===== config.mk =====
export PLATFORM = sky130hd
export DESIGN_NAME = alu_issue_stage
export DESIGN_NICKNAME = d
export VERILOG_FILES = /design/src/rtl/alu_pkg.sv /design/src/rtl/alu_issue_fifo.sv /design/src/rtl/alu_issue_stage.sv
export SDC_FILE = /design/constraint.sdc
export NUM_CORES = 1
export LEC_CHECK = 0
export ABC_CLOCK_PERIOD_IN_PS = 10350
export CAP_MARGIN = 20
export CORE_MARGIN = 4
export CORE_UTILIZATION = 56
export CTS_BUF_LIST = sky130_fd_sc_hd__clkbuf_8
export DETAILED_ROUTE_END_ITERATION = 10
export GPL_TIMING_DRIVEN = 1
export PLACE_DENSITY = 0.9
export SETUP_SLACK_MARGIN = 0.02
export SLEW_MARGIN = 30
export SYNTH_ARGS = -nofsm -noshare
export SYNTH_HDL_FRONTEND = slang
export SYNTH_HIERARCHICAL = 1
export SYNTH_SLANG_ARGS = --single-unit

===== constraint.sdc =====
create_clock -name clk -period 10.35 [get_ports clk]
set_clock_uncertainty 0.1 [all_clocks]
set_input_delay 1.5525 -clock clk [delete_from_list [all_inputs] [get_ports clk]]
set_output_delay 1.5525 -clock clk [all_outputs]
set_load 0.02 [all_outputs]

===== src/rtl/alu_pkg.sv =====
// Shared constants and the issue-entry type for the ALU issue stage.
package alu_pkg;

  localparam logic [3:0] ALU_ADD   = 4'b0000;
  localparam logic [3:0] ALU_SUB   = 4'b0001;
  localparam logic [3:0] ALU_AND   = 4'b0010;
  localparam logic [3:0] ALU_OR    = 4'b0011;
  localparam logic [3:0] ALU_XOR   = 4'b0100;
  localparam logic [3:0] ALU_NOR   = 4'b0101;
  localparam logic [3:0] ALU_SLT   = 4'b0110;
  localparam logic [3:0] ALU_SLTU  = 4'b0111;
  localparam logic [3:0] ALU_SLL   = 4'b1000;
  localparam logic [3:0] ALU_SRL   = 4'b1001;
  localparam logic [3:0] ALU_SRA   = 4'b1010;
  localparam logic [3:0] ALU_PASSA = 4'b1011;

  localparam logic [5:0] OP_RTYPE = 6'h00;
  localparam logic [5:0] OP_ADDI  = 6'h08;
  localparam logic [5:0] OP_ADDIU = 6'h09;
  localparam logic [5:0] OP_SLTI  = 6'h0A;
  localparam logic [5:0] OP_SLTIU = 6'h0B;
  localparam logic [5:0] OP_ANDI  = 6'h0C;
  localparam logic [5:0] OP_ORI   = 6'h0D;
  localparam logic [5:0] OP_XORI  = 6'h0E;
  localparam logic [5:0] OP_LUI   = 6'h0F;

  localparam logic [5:0] F_SLL  = 6'h00;
  localparam logic [5:0] F_SRL  = 6'h02;
  localparam logic [5:0] F_SRA  = 6'h03;
  localparam logic [5:0] F_SLLV = 6'h04;
  localparam logic [5:0] F_SRLV = 6'h06;
  localparam logic [5:0] F_SRAV = 6'h07;
  localparam logic [5:0] F_ADD  = 6'h20;
  localparam logic [5:0] F_ADDU = 6'h21;
  localparam logic [5:0] F_SUB  = 6'h22;
  localparam logic [5:0] F_SUBU = 6'h23;
  localparam logic [5:0] F_AND  = 6'h24;
  localparam logic [5:0] F_OR   = 6'h25;
  localparam logic [5:0] F_XOR  = 6'h26;
  localparam logic [5:0] F_NOR  = 6'h27;
  localparam logic [5:0] F_SLT  = 6'h2A;
  localparam logic [5:0] F_SLTU = 6'h2B;

  typedef struct packed {
    logic [31:0] operandA;
    logic [31:0] operandB;
    logic [3:0]  ALU_control;
  } issue_entry_t;

endpackage


===== src/rtl/alu_issue_fifo.sv =====
// DEPTH-entry issue FIFO (power-of-two DEPTH >= 2); flush clears occupancy.
module alu_issue_fifo
  import alu_pkg::*;
#(
  parameter int  DEPTH = 2,
  parameter type T     = issue_entry_t
) (
  input  logic clk,
  input  logic rst_n,
  input  logic i_flush,
  input  logic i_push,
  input  T     i_data,
  output logic o_ready,
  input  logic i_pop,
  output logic o_valid,
  output T     o_data
);
  localparam int AW = $clog2(DEPTH);
  localparam int CW = AW + 1;

  T              r_mem [DEPTH];
  logic [AW-1:0] r_wptr, r_rptr;
  logic [CW-1:0] r_cnt;
  logic          w_push, w_pop;

  assign o_ready = (r_cnt < CW'(DEPTH));
  assign o_valid = (r_cnt != '0);
  assign o_data  = r_mem[r_rptr];
  assign w_push  = i_push & o_ready;
  assign w_pop   = i_pop & o_valid;

  // Power-of-two depth lets the pointers wrap by natural overflow.
  always_ff @(posedge clk or negedge rst_n) begin
    if (!rst_n) begin
      r_wptr <= '0;
      r_rptr <= '0;
      r_cnt  <= '0;
    end else if (i_flush) begin
      r_wptr <= '0;
      r_rptr <= '0;
      r_cnt  <= '0;
    end else begin
      if (w_push) r_wptr <= r_wptr + 1'b1;
      if (w_pop)  r_rptr <= r_rptr + 1'b1;
      r_cnt <= r_cnt + CW'(w_push) - CW'(w_pop);
    end
  end

  always_ff @(posedge clk) begin
    if (w_push && !i_flush) r_mem[r_wptr] <= i_data;
  end

endmodule


===== src/rtl/alu_issue_stage.sv =====
// ALU issue stage: decodes R/I-type ops into buffered ALU entries.
// Optional illegal-op counter port enabled by ALU_ISSUE_ERRCNT_EN.
module alu_issue_stage
  import alu_pkg::*;
#(
  parameter int DEPTH = 2
) (
  input  logic        clk,
  input  logic        rst_n,
  input  logic        in_valid,
  output logic        in_ready,
  input  logic [5:0]  opcode,
  input  logic [5:0]  funct,
  input  logic [4:0]  shamt,
  input  logic [15:0] immediate,
  input  logic [31:0] rs_data,
  input  logic [31:0] rt_data,
  input  logic        flush,
  output logic        out_valid,
  input  logic        out_ready,
  output logic [31:0] operandA,
  output logic [31:0] operandB,
  output logic [3:0]  ALU_control,
  output logic        illegal_op
`ifdef ALU_ISSUE_ERRCNT_EN
  ,
  output logic [7:0]  illegal_cnt
`endif
);
  issue_entry_t w_ent, w_head;
  logic         w_illegal, w_accept, w_fifo_rdy;
  logic         r_init, r_illegal;
  logic [31:0]  w_simm, w_zimm;

  assign w_simm = {{16{immediate[15]}}, immediate};
  assign w_zimm = {16'b0, immediate};

  always_comb begin
    w_ent     = '0;
    w_illegal = 1'b0;
    case (opcode)
      OP_RTYPE: begin
        w_ent.operandA = rs_data;
        w_ent.operandB = rt_data;
        case (funct)
          F_ADD, F_ADDU: w_ent.ALU_control = ALU_ADD;
          F_SUB, F_SUBU: w_ent.ALU_control = ALU_SUB;
          F_AND:         w_ent.ALU_control = ALU_AND;
          F_OR:          w_ent.ALU_control = ALU_OR;
          F_XOR:         w_ent.ALU_control = ALU_XOR;
          F_NOR:         w_ent.ALU_control = ALU_NOR;
          F_SLT:         w_ent.ALU_control = ALU_SLT;
          F_SLTU:        w_ent.ALU_control = ALU_SLTU;
          F_SLL, F_SRL, F_SRA: begin
            w_ent.operandA    = rt_data;
            w_ent.operandB    = {27'b0, shamt};
            w_ent.ALU_control = (funct == F_SLL) ? ALU_SLL :
                                (funct == F_SRL) ? ALU_SRL : ALU_SRA;
          end
          F_SLLV, F_SRLV, F_SRAV: begin
            w_ent.operandA    = rt_data;
            w_ent.operandB    = rs_data;
            w_ent.ALU_control = (funct == F_SLLV) ? ALU_SLL :
                                (funct == F_SRLV) ? ALU_SRL : ALU_SRA;
          end
          default: w_illegal = 1'b1;
        endcase
      end
      OP_ADDI, OP_ADDIU: w_ent = '{rs_data, w_simm, ALU_ADD};
      OP_SLTI:           w_ent = '{rs_data, w_simm, ALU_SLT};
      OP_SLTIU:          w_ent = '{rs_data, w_simm, ALU_SLTU};
      OP_ANDI:           w_ent = '{rs_data, w_zimm, ALU_AND};
      OP_ORI:            w_ent = '{rs_data, w_zimm, ALU_OR};
      OP_XORI:           w_ent = '{rs_data, w_zimm, ALU_XOR};
      OP_LUI:            w_ent = '{{immediate, 16'b0}, 32'b0, ALU_PASSA};
      default:           w_illegal = 1'b1;
    endcase
  end

  // in_ready stays low through reset and rises on the first edge after it.
  always_ff @(posedge clk or negedge rst_n) begin
    if (!rst_n) begin
      r_init    <= 1'b0;
      r_illegal <= 1'b0;
    end else begin
      r_init    <= 1'b1;
      r_illegal <= w_accept & w_illegal & ~flush;
    end
  end

  assign in_ready   = r_init & w_fifo_rdy;
  assign w_accept   = in_valid & in_ready;
  assign illegal_op = r_illegal;

  alu_issue_fifo #(.DEPTH(DEPTH), .T(issue_entry_t)) u_fifo (
    .clk     (clk),
    .rst_n   (rst_n),
    .i_flush (flush),
    .i_push  (w_accept & ~w_illegal),
    .i_data  (w_ent),
    .o_ready (w_fifo_rdy),
    .i_pop   (out_ready),
    .o_valid (out_valid),
    .o_data  (w_head)
  );

  assign operandA    = out_valid ? w_head.operandA    : 32'b0;
  assign operandB    = out_valid ? w_head.operandB    : 32'b0;
  assign ALU_control = out_valid ? w_head.ALU_control : 4'b0;

`ifdef ALU_ISSUE_ERRCNT_EN
  logic [7:0] r_ill_cnt;
  always_ff @(posedge clk or negedge rst_n) begin
    if (!rst_n)                             r_ill_cnt <= '0;
    else if (r_illegal && r_ill_cnt != 8'hFF) r_ill_cnt <= r_ill_cnt + 8'd1;
  end
  assign illegal_cnt = r_ill_cnt;
`endif

endmodule


==> results of run 1 <==
==> worst min-delay path: stages (launching register included) <==
cell	delay [ps]
dfrtp_1	400
xor2_1	90
nor2_1	90
==> through the flow <==
stage               hold WS [ps]  cells  utilization, %
floorplan                  419.3    555               -
global placement           457.0    864           71.48
detailed placement         469.9    864           71.50
CTS                        516.3    896           74.66
global route               581.7    897           74.90
finish                     517.4    897           74.90
==> layout make-up <==
type	count	area (um^2)	share of cell area, %
flip-flops and latches	142	4238	44.65
clock inverters	15	166.4	1.753
repair buffers	178	1787	18.83
inverters	3	11.26	0.1187
well taps	172	215.2	2.268
multi-input cells	370	2839	29.91
clock buffers	17	234.0	2.465
==> cell usage after synthesis (2+ instances only) <==
master,count
buf_2,12
o21ai_0,23
nand2_1,20
xor2_1,2
nand2b_1,3
a31oi_1,2
nor4_1,2
a211oi_1,5
nand3_1,4
o21ai_1,8
nor3_1,3
a22o_1,16
nor2_1,17
mux2_2,58
nor3b_1,3
and2_1,98
mux2i_1,28
nor2b_1,9
clkbuf_1,21
edfxtp_1,136
inv_1,3
mux2_4,10
buf_6,6
o31ai_1,5
dfrtp_1,6
and3_1,17
a221o_1,16
a21oi_1,4
==> state kept, by name, summed over array words and instances, names as in the netlist <==
| register | flops |
|---|---|
| u_fifo/r_cnt | 2 |
| u_fifo/r_wptr | 1 |
| illegal_op | 1 |
| u_fifo/r_rptr | 1 |
| u_fifo/r_mem | 136 |
| r_init | 1 |
==> power groups by stage <==
| stage | combinational (mW) | sequential, mW | clock, mW |
|---|---|---|---|
| 3_3_place_gp | 0.245 | 0.652 | 0 |
| 6_report | 0.257 | 0.634 | 0.443 |
| 3_5_place_dp | 0.248 | 0.653 | 0 |
| 4_1_cts | 0.250 | 0.639 | 0.447 |
| 5_1_grt | 0.271 | 0.635 | 0.474 |
| 2_1_floorplan | 0.132 | 0.643 | 0 |
==> per-layer routing <==
| metal | wire, um | vias to the layer above | track usage (%) |
|---|---|---|---|
| li1 | - | 2396 | - |
| met1 | 7807 | 2565 | 33.89 |
| met2 | 9655 | 252 | 42.82 |
| met3 | 1380 | 41 | 6.685 |
| met4 | 655 | 2 | 12.67 |
| met5 | 13 | - | 0 |
==> worst max path at each step <==
stage	endpoint
after floorplan	u_fifo/r_mem[1][0]
after CTS	u_fifo/r_mem[1][2]
final	u_fifo/r_mem[1][51]
after global routing	u_fifo/r_mem[1][65]
after global placement	u_fifo/r_mem[1][24]
after detailed placement	u_fifo/r_mem[1][24]
==> cell families (layout without fill, tap and decap cells) <==
kind of cell    after synthesis  count (layout)  synth area share, %
compound gates               86              86                8.605
xor+xnor                      3               3               0.3608
fa+ha+maj                     1               1               0.1717
buf+inv                      43             213                3.195
flops                       142             142                58.12
mux                          96              96                14.87
other cells                   1               1              0.05148
simple gates                183             183                14.62
==> out/qor.csv, run 1 <==
stage,metric,value,unit
global_routing,track_usage,26.61,%
routing,drc,0,
cells_and_area,layout_common_cells,"172 x clkdlybuf4s50_1, 136 x edfxtp_1, 98 x and2_1",
clocking,cts_setup_buffers,0,
critical_path,path_delay_family,simple AND/OR/NAND/NOR gates,
power,intPower,0.9658,mW
power,p_per_area,140.6,mW/mm^2
critical_path,end_kind,register,
global_routing,grt_pass1_wl,29490,um
logic_synthesis,synth.yosys.seq_area_share,58.12,%
global_routing,grt_start_max_net_pins,70,
routing,ant_nets,0,
routing,avgViaCountPerCell,5.860,
routing,first_pass_iters,5,
placed_design,place_ws,5226,ps
flow_run,cap_violations,0,
floorplanning,fp.dieH,122.1,um
logic_synthesis,syn_inst,555,
routing,route.vias.total,5256,
floorplanning,std_cell_rows,41,
power,p_seq_share,47.5,%
power,ir_drop,0.1214,mV
global_routing,antenna_found_initial,1,
timing,finalHoldViolCount,0,
logic_synthesis,yosysTopAreaCell,edfxtp_1,
timing,maxSlewHeadroom,36.08,%
timing,slew_violations,0,
timing,grt_setup_unrepaired,false,
floorplanning,fp.dieArea,0.01490,mm^2
logic_synthesis,synth-edff-count,136,
cells_and_area,diodes,0,
critical_path,worstSetupPathType,in -> reg,
clocking,clk_latency,450,ps
timing,tightest_slew,958.7,ps
timing,finalSetupViolCount,0,
power,finalPower,1.334,mW
critical_path,crit_cells,8,
critical_path,crit_chain,clkdlybuf4s50_1 -> nor2_1 -> and3_1 -> a31oi_1 -> nor2_1 -> nand2b_1 -> nor3b_2 -> buf_4,
timing,fin_crit_sh,45.63,%
outcome,run_status,"finished, final reports clean",
timing,setup_tns,0,ps
timing,timing.fmax,211.8,MHz
logic_synthesis,ys_seq_elements,142,
floorplanning,fp.coreArea,0.01267,mm^2
critical_path,cpMaxStageDelayCell,buf_4,
power,p_sw,0.3683,mW
clocking,cts_hold_buf,0,
clocking,cts_max_path_buffers,2,
logic_synthesis,yosys_warnings,6,
cells_and_area,design_area,0.009490,mm^2
routing,drtIter0Drc,591,
critical_path,reg2regPathDepth,7,
logic_synthesis,yosysTopAreaCellShare,56.06,%
logic_synthesis,synthArstFlopShare,4.225,%
cells_and_area,final_common_cell,clkdlybuf4s50_1,
clocking,cts_root_buffer,clkbuf_8,
global_routing,grt_pass1_vias,5330,
placed_design,placedInstanceArea,0.009060,mm^2
placed_design,place.gp.congestion,0.8747,
critical_path,cp_num_buf_inv,2,
logic_synthesis,synthFlopType,edfxtp_1,
cells_and_area,fill_cells,838,
critical_path,regToRegSetupSlack,7670,ps
floorplanning,start_util,57.49,%
clocking,htreeDepth,4,
critical_path,rr_endpoint,u_fifo/r_mem[1][51],
power,swShare,27.61,%
clocking,cts.sinks,142,
worst_hold_path,min_to,u_fifo/r_wptr,
routing,wl_per_cell,21.75,um
worst_hold_path,hp-class,reg -> reg,
critical_path,cp_common_cell,nor2_1,
power,leakagePower,3.231,nW
timing,period_minus_slack,4722,ps
critical_path,startpoint,opcode[1],
cells_and_area,area_growth,30.28,%
global_routing,grt-ovfl-total,0,
critical_path,cp_data_arrival_time,4700,ps
logic_synthesis,syn-num-nets,658,
power,comb_power_share,19.2,%
clocking,cts-resized-gates,0,
critical_path,cp_slowest_stage_delay,730,ps
logic_synthesis,ys_types,46,
placed_design,port_buffers,172,
floorplanning,die_x,122.1,um
cells_and_area,fin_nets,815,
critical_path,r2r_start,u_fifo/r_cnt[1],
critical_path,required,10330,ps
logic_synthesis,synthTopCellsByArea,"edfxtp_1 56%, mux2_2 9.0%, and2_1 8.4%",
clocking,cts_tree,yes,
logic_synthesis,syn_area,0.007284,mm^2
placed_design,dpl.hpwl,13090,um
clocking,clk_pin_slew,80,ps
floorplanning,pin_count,173,
critical_path,critPathLaunchType,primary input,
power,p_clk_share,33.2,%
worst_hold_path,min_path_cells,2,
clocking,cts_buffers,17,
routing,drt_wl_total,19510,um
logic_synthesis,syn_avg_cell_area,13.13,um^2
critical_path,path_max_fanout,68,
worst_hold_path,worstHoldStart,u_fifo/r_wptr,
timing,layout_setup_ws,5628,ps
cells_and_area,drive_above_1_share,16.14,%
Note: power is estimated with default switching activity, not from simulation.
==> inputs of run 2 (changes only) <==
--- a/config.mk
+++ b/config.mk
@@ -5,14 +5,14 @@
 export SDC_FILE = /design/constraint.sdc
 export NUM_CORES = 1
 export LEC_CHECK = 0
-export ABC_CLOCK_PERIOD_IN_PS = 10350
+export ABC_CLOCK_PERIOD_IN_PS = 3800
 export CAP_MARGIN = 20
 export CORE_MARGIN = 4
-export CORE_UTILIZATION = 56
+export CORE_UTILIZATION = 47
 export CTS_BUF_LIST = sky130_fd_sc_hd__clkbuf_8
 export DETAILED_ROUTE_END_ITERATION = 10
 export GPL_TIMING_DRIVEN = 1
-export PLACE_DENSITY = 0.9
+export PLACE_DENSITY = 0.81
 export SETUP_SLACK_MARGIN = 0.02
 export SLEW_MARGIN = 30
 export SYNTH_ARGS = -nofsm -noshare
==> constraint.sdc (replaced) <==
create_clock -name clk -period 3.8 [get_ports clk]
set_clock_uncertainty 0.1 [all_clocks]
set_input_delay 0.57 -clock clk [delete_from_list [all_inputs] [get_ports clk]]
set_output_delay 0.57 -clock clk [all_outputs]
set_load 0.02 [all_outputs]
==> run 2 against run 1 <==
Combinational power increased to 2.7 times the previous value. Via count grew 0.27%. Clock-buffer cell count did not move. Sequential share of layout area down 0.66 points. First-iteration DRC count is 11% lower. Design area grew 1.5%. Global-route usage decreased by 4.7 points. Worst setup slack got worse by 5100 ps. Worst hold slack got worse by 200 ps. Clock power grew to 2.9 times the previous value.
==> out/qor.csv, run 2 (synthesized netlist as in run 1, its figures left out) <==
stage,metric,value,unit,change
global_routing,use_met2,38.85,%,was 42.82%
cells_and_area,stdcell_count,918,,was 897
placed_design,dpl.hpwl,13850,um,was 13090 um
cells_and_area,area_growth,32.22,%,was 30.28%
floorplanning,start_util,47.92,%,was 57.49%
clocking,cts_max_path_buffers,2,,unchanged
cells_and_area,largest_register_ff_count,136,,unchanged
clocking,cts.sinks,142,,unchanged
cells_and_area,drive_above_1_share,16.58,%,was 16.14%
global_routing,antenna_found_initial,0,,was 1
floorplanning,die_x,132.5,um,was 122.1 um
clocking,cts-resized-gates,0,,unchanged
timing,slew_violations,0,,unchanged
clocking,htreeDepth,4,,unchanged
global_routing,grt_start_max_net_pins,70,,unchanged
routing,route.vias.total,5270,,was 5256
critical_path,path_max_fanout,40,,was 68
floorplanning,fp.dieH,132.5,um,was 122.1 um
critical_path,worstSetupPathType,reg -> out,,was in -> reg
critical_path,required,3130,ps,was 10330 ps
cells_and_area,diodes,0,,unchanged
timing,layout_setup_ws,539.7,ps,was 5628 ps
placed_design,port_buffers,172,,unchanged
worst_hold_path,hp-class,in -> async,,was reg -> reg
timing,fin_crit_sh,85.80,%,
timing,finalHoldViolCount,0,,unchanged
timing,period_minus_slack,3260,ps,
timing,tightest_slew,796.2,ps,was 958.7 ps
critical_path,critPathLaunchType,register,,was primary input
global_routing,grt_use_met3,4.259,%,was 6.685%
routing,drt_wl_total,19570,um,was 19510 um
clocking,clk_latency,430,ps,was 450 ps
routing,wl_per_cell,21.31,um,was 21.75 um
placed_design,dpl.cell_count,886,,was 864
clocking,cts_setup_buffers,0,,unchanged
clocking,cts_hold_buf,0,,unchanged
routing,avgViaCountPerCell,5.741,,was 5.860
cells_and_area,final_common_cell,clkdlybuf4s50_1,,unchanged
timing,grt_setup_unrepaired,false,,unchanged
global_routing,grt_pass1_wl,29930,um,was 29490 um
timing,maxSlewHeadroom,46.86,%,was 36.08%
cells_and_area,reg.largest.list,"u_fifo/r_mem x136, u_fifo/r_cnt x2",,unchanged
routing,drtIter0Drc,527,,was 591
floorplanning,fp.dieArea,0.01755,mm^2,was 0.01490 mm^2
power,p_per_area,387.1,mW/mm^2,was 140.6 mW/mm^2
routing,drc,0,,unchanged
global_routing,grt_use_met1,26.80,%,was 33.89%
global_routing,grt_pass1_vias,5501,,was 5330
critical_path,end_kind,primary output,,was register
floorplanning,fp.coreArea,0.01520,mm^2,was 0.01267 mm^2
global_routing,busiest_layer,met2,,unchanged
timing,timing.fmax,306.7,MHz,
critical_path,cp_data_arrival_time,2590,ps,was 4700 ps
placed_design,place.gp.congestion,0.8365,,was 0.8747
floorplanning,std_cell_rows,45,,was 41
clocking,clk_pin_slew,80,ps,about the same
routing,first_pass_iters,5,,unchanged
cells_and_area,regMostFlops,u_fifo/r_mem,,unchanged
floorplanning,pin_count,173,,unchanged
clocking,cts_buffers,17,,unchanged
timing,finalSetupViolCount,0,,unchanged
routing,ant_nets,0,,unchanged
power,leakagePower,3.282,nW,was 3.231 nW
cells_and_area,fin_nets,820,,was 815
outcome,run_status,"finished, final reports clean",,unchanged
power,ir_drop,0.2361,mV,was 0.1214 mV
flow_run,cap_violations,0,,unchanged
cells_and_area,layout_common_cells,"172 x clkdlybuf4s50_1, 136 x edfxtp_1, 98 x and2_1",,unchanged
global_routing,track_usage,21.94,%,was 26.61%
clocking,cts_root_buffer,clkbuf_8,,unchanged
global_routing,grt-ovfl-total,0,,unchanged
clocking,cts_tree,yes,,unchanged
placed_design,place_ws,591.2,ps,was 5226 ps
## run 2: changes by cell type in the layout (fill, tap and decap cells not counted), sizes merged
| cell | delta |
|---|---|
| bufinv | +3 |
| buf | +5 |
| clkinvlp | +2 |
| clkinv | +3 |
| inv | -8 |
## run 2: through the flow
step / cell area (um^2) / power [mW] / setup TNS (ps) / hold WS [ps] / utilization [%]
finish: 9632 / 3.728 / 0 / 313.6 / 63.36
detailed placement: 9198 / 2.465 / 0 / 545.8 / 60.50
CTS: 9629 / 3.738 / 0 / 306.7 / 63.34
global route: 9632 / 3.856 / 0 / 305.4 / 63.36
global placement: 9198 / 2.455 / 0 / 508.6 / 60.50
floorplan: 7340 / 2.113 / -5846 / 174.4 / -
## run 2: layout make-up
| class | instances | area (um^2) |
|---|---|---|
| clock buffers | 17 | 234.0 |
| clock inverters | 15 | 197.7 |
| fillers | 1134 | 5570 |
| inverters | 3 | 11.26 |
| multi-input cells | 370 | 2861 |
| flip-flops and latches | 142 | 4238 |
| well taps | 188 | 235.2 |
| repair buffers | 183 | 1854 |
## run 2: where the power goes
group,total [mW],leakage [nW],internal (mW),switching [mW]
combinational,0.702,1.76,0.367,0.335
clock,1.30,0.212,0.714,0.583
sequential,1.73,1.31,1.71,0.0156
total,3.73,3.28,2.79,0.934
## run 2: path summary, 6_finish.rpt
path / slack, ps / start / to / cells after the start
max: 540 / u_fifo/r_rptr / operandB[23] / 4
min: 310 / rst_n / r_init / 1
max reg2reg: 1440 / u_fifo/r_cnt[1] / u_fifo/r_mem[1][16] / 7
min reg2reg: 570 / u_fifo/r_wptr / u_fifo/r_wptr / 2
max in group asynchronous: 2980 / rst_n / u_fifo/r_rptr / 1
min in group clk: 570 / u_fifo/r_wptr / u_fifo/r_wptr / 2
## run 2: layer usage
metal  wire (um)  part of all wire (%)
met1        7387                    38
met3        1536                   7.9
met2       10190                    52
met4         449                   2.3
met5           0                     0
## run 2: worst max-delay path, cell delays in order (launching register included)
cell	delay, ps
dfrtp_4	710
buf_12	310
mux2_2	370
and2_1	190
clkdlybuf4s50_1	550
